===== src/rtl/serial_frame_rx.sv =====
`default_nettype none
// ============================================================================
// Module      : serial_frame_rx
// Description : Start/stop framed serial-in, parallel-out receiver with a
//               valid/ready output register, frame-error and overrun pulses.
// Revision    : 1.0 - initial release
// ============================================================================
module serial_frame_rx #(
    parameter int WIDTH = 4
) (
    input  logic             clk,
    input  logic             reset,
    input  logic             sin,
    input  logic             sin_en,
    input  logic             dir,
    output logic [WIDTH-1:0] q,
    output logic             q_valid,
    input  logic             q_ready,
    output logic             busy,
    output logic             frame_err,
    output logic             overrun
);

    localparam int             c_cw   = $clog2(WIDTH);
    localparam logic [c_cw-1:0] c_last = c_cw'(WIDTH - 1);

    typedef enum logic [1:0] {
        S_IDLE = 2'd0,
        S_DATA = 2'd1,
        S_STOP = 2'd2
    } state_t;

    state_t           r_state;
    logic [WIDTH-1:0] r_sr;
    logic [c_cw-1:0]  r_count;
    logic             r_dir;

    assign busy = (r_state != S_IDLE);

    always_ff @(posedge clk or negedge reset) begin
        if (!reset) begin
            r_state   <= S_IDLE;
            r_sr      <= '0;
            r_count   <= '0;
            r_dir     <= 1'b0;
            q         <= '0;
            q_valid   <= 1'b0;
            frame_err <= 1'b0;
            overrun   <= 1'b0;
        end else begin
            frame_err <= 1'b0;
            overrun   <= 1'b0;
            if (q_valid && q_ready) begin
                q_valid <= 1'b0;
            end
            case (r_state)
                S_IDLE: begin
                    if (sin_en && !sin) begin
                        r_state <= S_DATA;
                        r_count <= '0;
                        r_dir   <= dir;
                    end
                end
                S_DATA: begin
                    if (sin_en) begin
                        if (r_dir) begin
                            r_sr <= {r_sr[WIDTH-2:0], sin};
                        end else begin
                            r_sr <= {sin, r_sr[WIDTH-1:1]};
                        end
                        r_count <= r_count + 1'b1;
                        if (r_count == c_last) begin
                            r_state <= S_STOP;
                        end
                    end
                end
                S_STOP: begin
                    if (sin_en) begin
                        r_state <= S_IDLE;
                        if (!sin) begin
                            frame_err <= 1'b1;
                        end else if (!q_valid || q_ready) begin
                            // A load in the consume cycle keeps q_valid high.
                            q       <= r_sr;
                            q_valid <= 1'b1;
                        end else begin
                            overrun <= 1'b1;
                        end
                    end
                end
                default: r_state <= S_IDLE;
            endcase
        end
    end

endmodule
`default_nettype wire


===== config.mk =====
export PLATFORM = sky130hd
export DESIGN_NAME = serial_frame_rx
export DESIGN_NICKNAME = d
export VERILOG_FILES = /design/src/rtl/serial_frame_rx.sv
export SDC_FILE = /design/constraint.sdc
export NUM_CORES = 1
export LEC_CHECK = 0
export BUFFER_PORTS_ARGS = -buffer_cell sky130_fd_sc_hd__buf_2
export CORE_MARGIN = 2
export CORE_UTILIZATION = 43
export DETAILED_ROUTE_END_ITERATION = 7
export GPL_ROUTABILITY_DRIVEN = 0
export SYNTH_ARGS = -nofsm -noshare
export SYNTH_HDL_FRONTEND = slang
export SYNTH_SLANG_ARGS = --single-unit
export TNS_END_PERCENT = 100

===== constraint.sdc =====
create_clock -name clk -period 3.9 [get_ports clk]
set_input_delay 0.39 -clock clk [delete_from_list [all_inputs] [get_ports clk]]
set_output_delay 0.39 -clock clk [all_outputs]
set_load 0.01 [all_outputs]

==> flow_metrics.env <==
export IMPL_status="completed"
export IMPL_antenna_found_initial=0
export IMPL_yosys_warnings=0
export IMPL_via_count=456
export IMPL_syn_inst=55
export IMPL_layout_commonest_cell="dfrtp_1"
export IMPL_finClkSkew_ns=0.00608
export IMPL_min_period_ns=1.60
export IMPL_post_cts_resized=0
export IMPL_grt_max_degree=17
export IMPL_final_setup_tns_ns=0
export IMPL_cts_tree="yes"
export IMPL_syn_area_um2=703
export IMPL_grt_pass1_wl_mm=1.91
export IMPL_max_freq_mhz=624
export IMPL_slowest_stage="dfrtp_1"
export IMPL_powerDensity_mw_per_mm2=624
export IMPL_drv_cap=0
export IMPL_pwr_share_comb_pct=27.9
export IMPL_cts_sinks=16
export IMPL_met3_length_um=50
export IMPL_clk_insertion_delay_late_ns=0.28
export IMPL_rsz0062_at_grt="no"
export IMPL_drt_first_iter_violations=1
export IMPL_synth_top_cell_by_area="dfrtp_1"
export IMPL_die_w_um=44.4
export IMPL_clkSlewWorstSetupHoldPaths_ns=0.09
export IMPL_cts_root_buf="clkbuf_4"
export IMPL_drt_wl_total_mm=1.09
export IMPL_highest_layer="met4"
export IMPL_crit_required_ns=3.51
export IMPL_core_mm2=0.00152
export IMPL_critPathBufInv=1
export IMPL_yosysSeqAreaShare_pct=56.9
export IMPL_crit_arrival_ns=1.21
export IMPL_area_delta_synth_final_pct=18.1
export IMPL_finish_utilization_pct=54.5
export IMPL_critPathCaptureType="primary output"
export IMPL_setup_worst_path_class="register to primary output"
export IMPL_drcViolationCount=0
export IMPL_cellInternalPower_mw=0.358
export IMPL_hold_viol=0
export IMPL_ys_types=19
export IMPL_critPathLaunchType="register"
export IMPL_synth_area_leaders="dfrtp_1, mux2_2, mux2i_1"
export IMPL_gr_usage_all_layers_pct=14.2
export IMPL_slowest_delay_ns=0.46
export IMPL_htreeDepth=1
export IMPL_critPathMaxFanout=8
export IMPL_synth_seq_cells=16
export IMPL_rows=14
export IMPL_period_share_pct=41.1
export IMPL_gr_total_overflow=0
export IMPL_drive_above_1_share_pct=37.5
export IMPL_setup_viol=0
export IMPL_io_buffers=13
export IMPL_layout_common_cells="dfrtp_1, buf_2, mux2_2"
export IMPL_leakage_nw=0.436
export IMPL_seqPwrFrac_pct=51.3
export IMPL_io_pins=14
export IMPL_hold_class="input port to register"
export IMPL_n_antenna_cell=0
export IMPL_initial_core_util_pct=46.1
export IMPL_ant_nets=0
export IMPL_dp_hpwl_um=805
export IMPL_n_fill_cell=139
export IMPL_grt_pass1_vias=421
export IMPL_cts_made_buffers=3
export IMPL_path_delay_family="flip-flops"
export IMPL_clkPwrFrac_pct=20.8
export IMPL_fp_dieH_um=44.4
export IMPL_syn_nets=62
export IMPL_tightest_slew_ns=0.343
export IMPL_avgRoutedWirePerCell_um=12.4
export IMPL_clk_path_buf_depth=2
export IMPL_vdd_drop_max_v=0.000300
export IMPL_final_nets=80
export IMPL_firstDrtPassIters=4
export IMPL_met1_length_um=542
export IMPL_die_area_mm2=0.00197
export IMPL_synth_area_per_cell_um2=12.8
export IMPL_vias_per_cell=5.18
export IMPL_route_met2_wl_um=487
export IMPL_p_sw_mw=0.160
export IMPL_yosysTopAreaCellShare_pct=56.9
export IMPL_drv_slew=0
export IMPL_crit_path_cell_trace="or2_2, buf_2"
export IMPL_sw_frac_of_total_pct=31.0
export IMPL_maxSlewHeadroom_pct=77.1
==> per-stage QoR <==
stage	power [mW]	instance area, µm²	setup slack, ns	hold slack, ns	instances
finish	0.518	831	2.30	0.329	88
detailed placement	0.417	785	2.53	0.317	83
floorplan	0.370	703	2.57	0.0944	55
CTS	0.528	831	2.28	0.317	88
global route	0.563	831	2.23	0.310	88
global placement	0.414	785	2.55	0.320	83
==> synthesized netlist by cell type (all sizes together) <==
cell type,number
nor2,3
inv,1
a22o,1
mux2i,4
nand2b,4
nand3b,2
o21ai,5
ha,1
dfrtp,16
nor2b,2
a311oi,1
nand2,5
or2,1
buf,1
mux2,6
nand4b,2
==> cell families after synthesis <==
kind of cell,after synthesis,synth area share [%]
buffers and inverters,2,1.07
AOI/OAI and AO/OA,7,6.05
muxes,10,15.3
and+or+nand+nor,19,18.9
adders and majority gates,1,1.78
DFF,16,56.9
==> area by class of cell <==
type | count | area (µm²) | share of cell area, %
tap | 16 | 20.0 | 2.41
clock buffer | 4 | 36.3 | 4.37
inverter | 1 | 3.75 | 0.452
multi-input combinational | 37 | 295 | 35.5
timing repair buffer | 14 | 75.1 | 9.04
sequential | 16 | 400 | 48.2
==> power by group through the flow <==
stage                     sequential, mW  clock [mW]  combinational (mW)
after global placement             0.270           0               0.144
after CTS                          0.267       0.113               0.147
after global routing               0.277       0.122               0.164
final                              0.266       0.108               0.145
after detailed placement           0.270           0               0.146
after floorplan                    0.257           0               0.113
==> per-layer routing <==
metal,vias up,global-route usage [%]
li1,227,-
met4,0,10.9
met3,2,4.90
met1,217,19.3
met5,-,0
met2,10,18.2
==> state kept, by name, indices dropped and copies added (netlist names) <==
name	cells
overrun	1
q	4
q_valid	1
r_dir	1
r_sr	4
r_count	2
frame_err	1
r_state	2
==> timing repair <==
item / 4_1_cts / 5_1_grt
endpoints found under the hold margin: 16 / 0
buffers inserted: 0 / 0
hold buffers: 1 / 0
==> worst paths after layout <==
kind	cells after the start	slack (ns)	startpoint	to
max	2	2.30	r_state[0]	busy
min	2	0.33	dir	r_dir
max reg2reg	3	2.56	r_state[0]	r_dir
min reg2reg	1	0.51	q[3]	q[3]
max in group asynchronous	2	3.11	reset	r_sr[3]
min in group asynchronous	2	0.53	reset	r_dir
No activity file was read; power rests on OpenSTA's default activity.
